==> config.mk <==
export PLATFORM = sky130hd
export DESIGN_NAME = fp_mul_pipe
export DESIGN_NICKNAME = d
export VERILOG_FILES = /design/src/rtl/fp_mul_pkg.sv /design/src/rtl/fp_round_pack.sv /design/src/rtl/fp_mul_pipe.sv
export SDC_FILE = /design/constraint.sdc
export NUM_CORES = 2
export LEC_CHECK = 0
export ABC_AREA = 1
export BUFFER_PORTS_ARGS = -buffer_cell sky130_fd_sc_hd__buf_4
export CORE_MARGIN = 4
export CORE_UTILIZATION = 30
export CTS_BUF_LIST = sky130_fd_sc_hd__clkbuf_8
export CTS_CLUSTER_DIAMETER = 60
export DETAILED_ROUTE_END_ITERATION = 8
export GPL_TIMING_DRIVEN = 0
export HOLD_SLACK_MARGIN = 0.1
export PLACE_DENSITY = 0.45
export SLEW_MARGIN = 20
export SYNTH_ARGS = -nofsm -noshare
export SYNTH_HDL_FRONTEND = slang
export SYNTH_SLANG_ARGS = --single-unit
==> constraint.sdc <==
create_clock -name clk -period 7.69 [get_ports clk]
set_clock_uncertainty 0.05 [all_clocks]
set_input_delay 0.3845 -clock clk [delete_from_list [all_inputs] [get_ports clk]]
set_output_delay 0.3845 -clock clk [all_outputs]
set_load 0.005 [all_outputs]
==> src/rtl/fp_mul_pkg.sv <==
// Shared types and helpers for the pipelined floating-point multiplier.
// Widths are passed in so one package serves every format.
package fp_mul_pkg;

    localparam int FLAG_INEXACT   = 0;
    localparam int FLAG_UNDERFLOW = 1;
    localparam int FLAG_OVERFLOW  = 2;
    localparam int FLAG_INVALID   = 3;
    localparam int FLAG_W         = 4;

    typedef enum logic [1:0] {
        CLS_ZERO,
        CLS_NORM,
        CLS_INF,
        CLS_NAN
    } fp_class_e;

    function automatic int fp_bias(input int exp_w);
        return (1 << (exp_w - 1)) - 1;
    endfunction

    // {0, all-ones exponent, quiet bit set, rest zero}
    function automatic logic [63:0] fp_qnan(input int exp_w,
                                            input int man_w);
        logic [63:0] r;
        r = ((64'd1 << exp_w) - 64'd1) << man_w;
        r = r | (64'd1 << (man_w - 1));
        return r;
    endfunction

    // subnormals land in CLS_ZERO (flush-to-zero)
    function automatic fp_class_e fp_classify(input logic [63:0] e,
                                              input logic [63:0] f,
                                              input int exp_w);
        logic [63:0] ones;
        ones = (64'd1 << exp_w) - 64'd1;
        if (e == ones) begin
            return (|f) ? CLS_NAN : CLS_INF;
        end
        if (e == 64'd0) begin
            return CLS_ZERO;
        end
        return CLS_NORM;
    endfunction

endpackage

==> src/rtl/fp_round_pack.sv <==
// Round-to-nearest-even and IEEE packing of a normalised product.
// Purely combinational; shared with future adder/FMA datapaths.
module fp_round_pack
    import fp_mul_pkg::*;
#(
    parameter int EXP_W = 8,
    parameter int MAN_W = 23
) (
    input  logic [2*MAN_W+1:0]   prod,
    input  logic [EXP_W+1:0]     exp_in,
    input  logic                 sign,
    input  fp_class_e            cls,
    input  logic                 invalid,
    output logic [EXP_W+MAN_W:0] res,
    output logic [FLAG_W-1:0]    flags
);

    localparam logic [63:0] QNAN_64 = fp_qnan(EXP_W, MAN_W);
    localparam logic [EXP_W+MAN_W:0] QNAN = QNAN_64[EXP_W+MAN_W:0];
    localparam logic [EXP_W-1:0] EXP_ONES = '1;

    logic [MAN_W-1:0] frac;
    logic [MAN_W-1:0] frac_r;
    logic             lsb;
    logic             guard;
    logic             sticky;
    logic             rnd_up;
    logic             carry;
    logic [EXP_W+1:0] exp_r;
    logic             ovf;
    logic             unf;

    // RNE on the bits below the kept fraction; carry-out wraps frac to 0
    always_comb begin
        frac   = prod[2*MAN_W:MAN_W+1];
        lsb    = prod[MAN_W+1];
        guard  = prod[MAN_W];
        sticky = |prod[MAN_W-1:0];
        rnd_up = guard & (sticky | lsb);
        {carry, frac_r} = {1'b0, frac} + {{MAN_W{1'b0}}, rnd_up};
        exp_r  = exp_in + {{(EXP_W+1){1'b0}}, carry};
        ovf    = !exp_r[EXP_W+1] &&
                 (exp_r[EXP_W:0] >= {1'b0, EXP_ONES});
        unf    = exp_r[EXP_W+1] || (exp_r == '0);
    end

    // choose special, saturated or rounded encoding
    always_comb begin
        res   = '0;
        flags = '0;
        unique case (cls)
            CLS_NAN: begin
                res = QNAN;
                flags[FLAG_INVALID] = invalid;
            end
            CLS_INF: begin
                res = {sign, EXP_ONES, {MAN_W{1'b0}}};
            end
            CLS_ZERO: begin
                res = {sign, {(EXP_W+MAN_W){1'b0}}};
            end
            CLS_NORM: begin
                if (ovf) begin
                    res = {sign, EXP_ONES, {MAN_W{1'b0}}};
                    flags[FLAG_OVERFLOW] = 1'b1;
                    flags[FLAG_INEXACT]  = 1'b1;
                end else if (unf) begin
                    res = {sign, {(EXP_W+MAN_W){1'b0}}};
                    flags[FLAG_UNDERFLOW] = 1'b1;
                    flags[FLAG_INEXACT]   = 1'b1;
                end else begin
                    res = {sign, exp_r[EXP_W-1:0], frac_r};
                    flags[FLAG_INEXACT] = guard | sticky;
                end
            end
        endcase
    end

endmodule

==> src/rtl/fp_mul_pipe.sv <==
// Three-stage IEEE-754 multiplier with operand truncation and a
// single global stall driven by the output handshake.
module fp_mul_pipe
    import fp_mul_pkg::*;
#(
    parameter int EXP_W = 8,
    parameter int MAN_W = 23,
    parameter int TW    = $clog2(MAN_W + 1)
) (
    input  logic                 clk,
    input  logic                 rst,
    input  logic                 in_valid,
    output logic                 in_ready,
    input  logic [EXP_W+MAN_W:0] a,
    input  logic [EXP_W+MAN_W:0] b,
    input  logic [TW-1:0]        trunc,
    output logic                 out_valid,
    input  logic                 out_ready,
    output logic [EXP_W+MAN_W:0] res,
    output logic [FLAG_W-1:0]    flags
);

    localparam int SIG_W = MAN_W + 1;
    localparam int PRD_W = 2 * MAN_W + 2;
    localparam logic [63:0] BIAS_64 = 64'(fp_bias(EXP_W));
    localparam logic [EXP_W+1:0] BIAS_X = BIAS_64[EXP_W+1:0];

    logic advance;

    // stage 1 combinational
    logic [TW-1:0]      kc;
    logic [MAN_W:0]     ones_lo;
    logic [MAN_W-1:0]   mask;
    logic [MAN_W-1:0]   fa;
    logic [MAN_W-1:0]   fb;
    logic [EXP_W-1:0]   ea;
    logic [EXP_W-1:0]   eb;
    fp_class_e          ca;
    fp_class_e          cb;
    fp_class_e          cls_c;
    logic               inv_c;
    logic [EXP_W+1:0]   esum_c;

    // stage 1 registers
    logic               s1_valid;
    logic               s1_sign;
    fp_class_e          s1_cls;
    logic               s1_inv;
    logic [EXP_W+1:0]   s1_exp;
    logic [SIG_W-1:0]   s1_ma;
    logic [SIG_W-1:0]   s1_mb;

    // stage 2
    logic [PRD_W-1:0]   prod_c;
    logic               s2_valid;
    logic               s2_sign;
    fp_class_e          s2_cls;
    logic               s2_inv;
    logic [EXP_W+1:0]   s2_exp;
    logic [PRD_W-1:0]   s2_prod;

    // stage 3
    logic               norm;
    logic [PRD_W-1:0]   nprod;
    logic [EXP_W+1:0]   nexp;
    logic [EXP_W+MAN_W:0] rp_res;
    logic [FLAG_W-1:0]  rp_flags;

    assign advance  = !out_valid || out_ready;
    assign in_ready = advance;

    // truncate operands, classify, sum exponents
    always_comb begin
        kc = (int'(trunc) > MAN_W) ? TW'(MAN_W) : trunc;
        ones_lo = ({{MAN_W{1'b0}}, 1'b1} << kc) -
                  {{MAN_W{1'b0}}, 1'b1};
        mask = ~ones_lo[MAN_W-1:0];
        fa = a[MAN_W-1:0] & mask;
        fb = b[MAN_W-1:0] & mask;
        ea = a[EXP_W+MAN_W-1:MAN_W];
        eb = b[EXP_W+MAN_W-1:MAN_W];
        ca = fp_classify({{(64-EXP_W){1'b0}}, ea},
                         {{(64-MAN_W){1'b0}}, fa}, EXP_W);
        cb = fp_classify({{(64-EXP_W){1'b0}}, eb},
                         {{(64-MAN_W){1'b0}}, fb}, EXP_W);
        inv_c = (ca == CLS_INF && cb == CLS_ZERO) ||
                (ca == CLS_ZERO && cb == CLS_INF);
        if (ca == CLS_NAN || cb == CLS_NAN || inv_c) begin
            cls_c = CLS_NAN;
        end else if (ca == CLS_INF || cb == CLS_INF) begin
            cls_c = CLS_INF;
        end else if (ca == CLS_ZERO || cb == CLS_ZERO) begin
            cls_c = CLS_ZERO;
        end else begin
            cls_c = CLS_NORM;
        end
        esum_c = {2'b00, ea} + {2'b00, eb} - BIAS_X;
    end

    // stage 1 register
    always_ff @(posedge clk or posedge rst) begin
        if (rst) begin
            s1_valid <= 1'b0;
            s1_sign  <= 1'b0;
            s1_cls   <= CLS_ZERO;
            s1_inv   <= 1'b0;
            s1_exp   <= '0;
            s1_ma    <= '0;
            s1_mb    <= '0;
        end else if (advance) begin
            s1_valid <= in_valid;
            s1_sign  <= a[EXP_W+MAN_W] ^ b[EXP_W+MAN_W];
            s1_cls   <= cls_c;
            s1_inv   <= inv_c;
            s1_exp   <= esum_c;
            s1_ma    <= {1'b1, fa};
            s1_mb    <= {1'b1, fb};
        end
    end

    assign prod_c = {{SIG_W{1'b0}}, s1_ma} * {{SIG_W{1'b0}}, s1_mb};

    // stage 2 register: significand product
    always_ff @(posedge clk or posedge rst) begin
        if (rst) begin
            s2_valid <= 1'b0;
            s2_sign  <= 1'b0;
            s2_cls   <= CLS_ZERO;
            s2_inv   <= 1'b0;
            s2_exp   <= '0;
            s2_prod  <= '0;
        end else if (advance) begin
            s2_valid <= s1_valid;
            s2_sign  <= s1_sign;
            s2_cls   <= s1_cls;
            s2_inv   <= s1_inv;
            s2_exp   <= s1_exp;
            s2_prod  <= prod_c;
        end
    end

    // bring the leading one to the top bit and adjust the exponent
    always_comb begin
        norm  = s2_prod[PRD_W-1];
        nprod = norm ? s2_prod : {s2_prod[PRD_W-2:0], 1'b0};
        nexp  = s2_exp + {{(EXP_W+1){1'b0}}, norm};
    end

    fp_round_pack #(
        .EXP_W (EXP_W),
        .MAN_W (MAN_W)
    ) u_round_pack (
        .prod    (nprod),
        .exp_in  (nexp),
        .sign    (s2_sign),
        .cls     (s2_cls),
        .invalid (s2_inv),
        .res     (rp_res),
        .flags   (rp_flags)
    );

    // output register; holds while the consumer stalls
    always_ff @(posedge clk or posedge rst) begin
        if (rst) begin
            out_valid <= 1'b0;
            res       <= '0;
            flags     <= '0;
        end else if (advance) begin
            out_valid <= s2_valid;
            res       <= rp_res;
            flags     <= rp_flags;
        end
    end

endmodule

==> Yosys cells after proc, flatten, opt, wreduce, memory -nomap -nowiden <==
Index checks and enable logic that the tools add are counted.
{ "totals": {"ff_bits": 163, "inputBits": 73, "output_inout_bits": 38} }
{ "op_classes": {"n_addsub": 6, "multipliers": 1, "order_cmp": 2, "n_eq_ne": 9, "shifts": 1, "n_mux": 31, "bitwise_logic": 7, "reduce_logical": 21} }
{ "op_table": {"columns": ["operator", "count"], "rows": [
  ["32-bit one-hot mux with 4 select lines", 1],
  ["23-bit OR reduction", 3],
  ["31-bit two-way mux", 2],
  ["24-bit by 24-bit multiplier with 48-bit output", 1],
  ["47-bit two-way mux", 1],
  ["23-bit bitwise AND", 2],
  ["23-bit by 1-bit adder with 24-bit output", 1],
  ["23-bit inverter", 1],
  ["1-bit by 5-bit left shift with 23-bit output (first input constant)", 1],
  ["23-bit by 1-bit subtractor with 23-bit output (second input constant)", 1],
  ["10-bit by 1-bit adder with 10-bit output", 2],
  ["2-bit two-way mux", 10],
  ["8-bit equality test (second input constant)", 2],
  ["8-bit logical NOT", 2],
  ["1-bit two-way mux", 15],
  ["2-bit equality test (second input constant)", 6],
  ["10-bit logical NOT", 1],
  ["9-bit by 7-bit subtractor with 10-bit output (second input constant)", 1],
  ["8-bit by 8-bit adder with 9-bit output", 1],
  ["9-bit by 8-bit >= comparator with 1-bit output (second input constant)", 1],
  ["1-bit logical OR", 7],
  ["2-bit logical NOT", 3],
  ["5-bit greater-than comparator (second input constant)", 1],
  ["5-bit two-way mux", 1],
  ["other kinds (7)", 11]
]} }

==> Logic depth before layout (Yosys ltp) <==
{ "logic_depth": {"word_depth": 17, "mapped_depth": 37} }

==> By module <==
Synthesis repeated with hierarchy kept, for this count alone.
{ "hier_totals": {"cells_unflattened": 4003, "area_unflattened_um2": 29340.6} }
{ "by_module_without_submodules": {"columns": ["module", "instances", "cells_each", "area_each_um2", "seq_area_each_um2"], "rows": [
  ["fp_mul_pipe", 1, 3715, 27911.8, 4053.9],
  ["fp_round_pack", 1, 288, 1428.9, 0.0]
]} }

==> Worst setup path after synthesis <==
No wires, ideal clock.
{ "synth_timing": {"path_kind": "register to register", "start": "register s1_ma[19]", "end": "register s2_prod[45]", "setup_time_ns": 0.130, "t_arrival_ns": 6.180, "required_ns": 7.510, "path_slack_ns": 1.330, "stages_incl_launch_ff": 28, "path_buffers": 2, "cell_sequence": "dfrtp_1 -> clkbuf_1 -> clkbuf_1 -> nand2_1 -> fa_1 -> inv_1 -> fa_1 -> inv_1 -> fa_1 -> inv_1 -> fa_1 -> fa_1 -> fa_1 -> inv_1 -> fa_1 -> inv_1 -> ha_1 -> nand2_1 -> nand2_1 -> a31oi_1 -> o21ai_0 -> a21oi_1 -> nand3_1 -> nand3_1 -> o211ai_1 -> or2_2 -> nand3_1 -> o21ai_0"} }
{ "synth_via": {"elab_chain_cells": 1} }
{ "synth_rtl": {"columns": ["element", "line_no", "text"], "rows": [
  ["start, declared", "fp_mul_pipe.sv:50", "logic [SIG_W-1:0] s1_ma;"],
  ["start signal, assigned", "fp_mul_pipe.sv:116", "s1_ma <= {1'b1, fa};"],
  ["24-bit by 24-bit multiplier with 48-bit output", "fp_mul_pipe.sv:121", "assign prod_c = {{SIG_W{1'b0}}, s1_ma} * {{SIG_W{1'b0}}, s1_mb};"],
  ["end signal, assigned", "fp_mul_pipe.sv:138", "s2_prod <= prod_c;"],
  ["end, declared", "fp_mul_pipe.sv:60", "logic [PRD_W-1:0] s2_prod;"]
]} }
No other way between the ends.
A chain may end at the register's enable or synchronous reset.

==> Worst setup path in the final report <==
{ "layout_timing": {"start": "register s1_ma[2]", "end": "register s2_prod[45]"} }
Same word-level chain as after synthesis.

==> metrics.yaml <==
outcome:
  status: "complete, no violations"
power_and_ir_drop:
  vdd_drop_max_uv: 162
  total_power_mw: 8.21
  p_leak_nw: 17.9
  p_per_area_nw_per_um2: 260
cts:
  cts_tree: "yes"
  numCtsBuffers: 17
  clk_latency_ns: 0.54
  clock-sinks: 162
  cts_root_buf: "clkbuf_8"
  cts_setup_buffers: 0
  htree_levels: 4
  cts_max_path_buffers: 2
  cts.clk_slew.worst_paths_ns: 0.09
floorplan:
  num_rows: 112
  fp.dieW_um: 315
  io_pins: 111
  die_h_um: 315
  core_area_um2: 93300
  start_util: 0.303
  die_area_um2: 99200
route:
  vias: 23700
  drt_first_pass_iters: 5
  vias_per_cell: 4.61
  wl_per_cell_um: 20.2
  drt_first_iter_violations: 1581
  ant_nets: 0
  wl_um: 104000
  drc: 0
logic_synthesis:
  synth.most_common_cell: "nand2_1"
  synth_top_cell_area_share: 0.343
  synthArstFlopShare: 1.00
  syn-instance-count: 3747
  ys_types: 58
  avgSynthCellArea_um2: 7.54
  ys.flop_type: "dfrtp_1"
  synth-edff-count: 0
  ys_seq_area_frac: 0.143
  ys_warn_count: 0
  yosys-top-cells-area: "fa_1 (34%), dfrtp_1 (14%), nand2_1 (13%)"
  ys_top_cells_by_count: "nand2_1 (1,007), inv_1 (1,000), fa_1 (484)"
  syn-cell-area_um2: 28300
  synth-seq-cells: 162
  synth_fp_nets: 4497
  synth_area_leader_cell: "fa_1"
global_routing:
  globalRouteMet1Util: 0.311
  grt_max_degree: 95
  busiest_layer: "met2"
  grt_pass1_wl_um: 160000
  use_met2: 0.349
  antenna_found_initial: 1
  use_met3: 0.0337
  grt_pass1_vias: 24800
  grt-ovfl-total: 0
  track_usage: 0.217
sta:
  hold_ws_ns: 0.146
  setup_viol: 0
  rsz0062_at_grt: "false"
  setup_tns_ns: 0
  final_max_slew_viol_count: 0
  worstMarginPinSlew_ns: 0.900
  finalHoldViolations: 0
  period_needed_ns: 7.51
  slew_headroom: 0.400
  fin_crit_sh: 0.977
  fmax_ghz: 0.133
placement:
  io_buffers: 109
  hpwlAfterDp_um: 86600
  dpl-instance-area_um2: 30700
  place_congestion: 0.917
cells_and_area:
  utilization: 0.338
  syn_to_final_growth_pct: 11.7
  fin_nets: 4623
  design_area_um2: 31600
  fillCellCount: 10300
  regArea_um2: 4090
  drive_gt1_frac: 0.0834
  multi_input_area_um2: 19700
  diodes: 0
worst_setup_path:
  slowest_delay_ns: 0.78
  critPathBufInv: 4
  critPathKind: "flip-flop to flip-flop"
  required_ns: 8.04
  path_cells: "buf_2, nand2_1, inv_1, fa_1, fa_1, fa_1, fa_1, fa_1, fa_1, inv_1, fa_1, inv_1, ha_1, a21o_1, a21oi_1, o21ai_0, a21oi_1, nand3_1, nand3_1, o211ai_1, or2_2, nand3_1, o21ai_0"
  path_delay_family: "adder cells"
  slowest_stage: "dfrtp_1"
  arrival_ns: 7.86
  cpMostUsedCell: "fa_1"
  critPathLaunchType: "flip-flop"
  worstSetupEndpointType: "flip-flop"
  worstPathMaxFanout: 10
flow_run:
  cap_viol_max_count: 0
hold_path:
  min_path_type: "input port to flip-flop"
==> final timing paths <==
| path | startpoint | to | slack [ns] | cells after the start |
|---|---|---|---|---|
| worst max-delay path | s1_ma[2]$_DFFE_PP0P_ | s2_prod[45]$_DFFE_PP0P_ | 0.18 | 23 |
| worst min-delay path | b[14] | s1_mb[14]$_DFFE_PP0P_ | 0.15 | 3 |
| worst max register to register | s1_ma[2]$_DFFE_PP0P_ | s2_prod[45]$_DFFE_PP0P_ | 0.18 | 23 |
| worst min register to register | s2_valid$_DFFE_PP0P_ | out_valid$_DFFE_PP0P_ | 0.43 | 1 |
| max in group asynchronous | rst | s1_ma[9]$_DFFE_PP0P_ | 6.29 | 4 |
| min in group asynchronous | rst | res[27]$_DFFE_PP0P_ | 0.38 | 3 |
==> worst min-delay path, delay by kind of cell <==
kind	cells	cell delay, ns
buffers and inverters	1	0.12
and+or+nand+nor	1	0.11
AOI/OAI and AO/OA	1	0.08
==> cell usage in the layout (no fill, tap or decap), types with 7 or more instances in the layout <==
cell type	n
nor2_1	144
nor3_1	14
buf_4	110
o21ai_1	10
o21ai_0	187
clkbuf_1	39
fa_1	484
dlygate4sd3_1	39
nand3_1	108
nand4_1	35
dfrtp_1	136
clkbuf_2	62
clkbuf_4	20
dfrtp_2	25
nor4_1	13
nand2_1	1007
a21oi_1	58
buf_2	19
clkbuf_8	18
a31oi_1	19
or2_2	17
nand2_2	7
xor2_1	13
inv_1	999
ha_1	193
xnor2_1	13
==> per-layer routing <==
metal	part of all wire	vias to the layer above	wire length, um
met3	0.064	97	6650
met1	0.46	11800	48200
met2	0.45	681	47200
li1	-	11200	-
met5	0	-	0
met4	0.018	0	1860
==> area by class of cell <==
cell class / instances / share of cell area
Buffer: 146 / 0.0241
Clock buffer: 18 / 0.00785
Clock inverter: 13 / 0.00630
Inverter: 1008 / 0.120
Multi-Input combinational cell: 2389 / 0.623
Sequential cell: 162 / 0.130
Tap cell: 1254 / 0.0497
Timing Repair Buffer: 149 / 0.0392
==> registers in the layout (all words and copies together) (netlist names), 2 cells and up <==
| name | count |
|---|---|
| s1_mb | 23 |
| s1_cls | 2 |
| s2_cls | 2 |
| res | 32 |
| s2_exp | 10 |
| s2_prod | 48 |
| s1_ma | 24 |
| flags | 4 |
| s1_exp | 10 |
==> what timing repair did <==
item	in CTS	in global routing
endpoints found under the hold margin	105	0
gates resized for setup	85	96
hold buffers	39	0
endpoints found under the setup margin	25	24
pin swaps	0	0
cloned	0	0
==> power by group <==
group	internal [mW]	switching, mW	total (mW)	leakage [nW]
Combinational	2.10	3.94	6.04	15.6
Sequential	1.13	0.294	1.42	2.03
Clock	0.368	0.379	0.747	0.224
==> kinds of logic after synthesis <==
kind of cell,after synthesis,synth area share
buf+inv,1196,0.161
flops,162,0.143
simple gates,1371,0.199
fa+ha+maj,677,0.428
xor+xnor,26,0.00806
compound gates,315,0.0609
==> stage by stage <==
step	worst slack, ns	cells
after floorplan	1.33	3747
after global placement	-0.709	5110
after detailed placement	-0.711	5111
after CTS	0.00160	5155
after global routing	0.00200	5139
final	0.179	5139
Note: power is estimated with default switching activity, not from simulation.
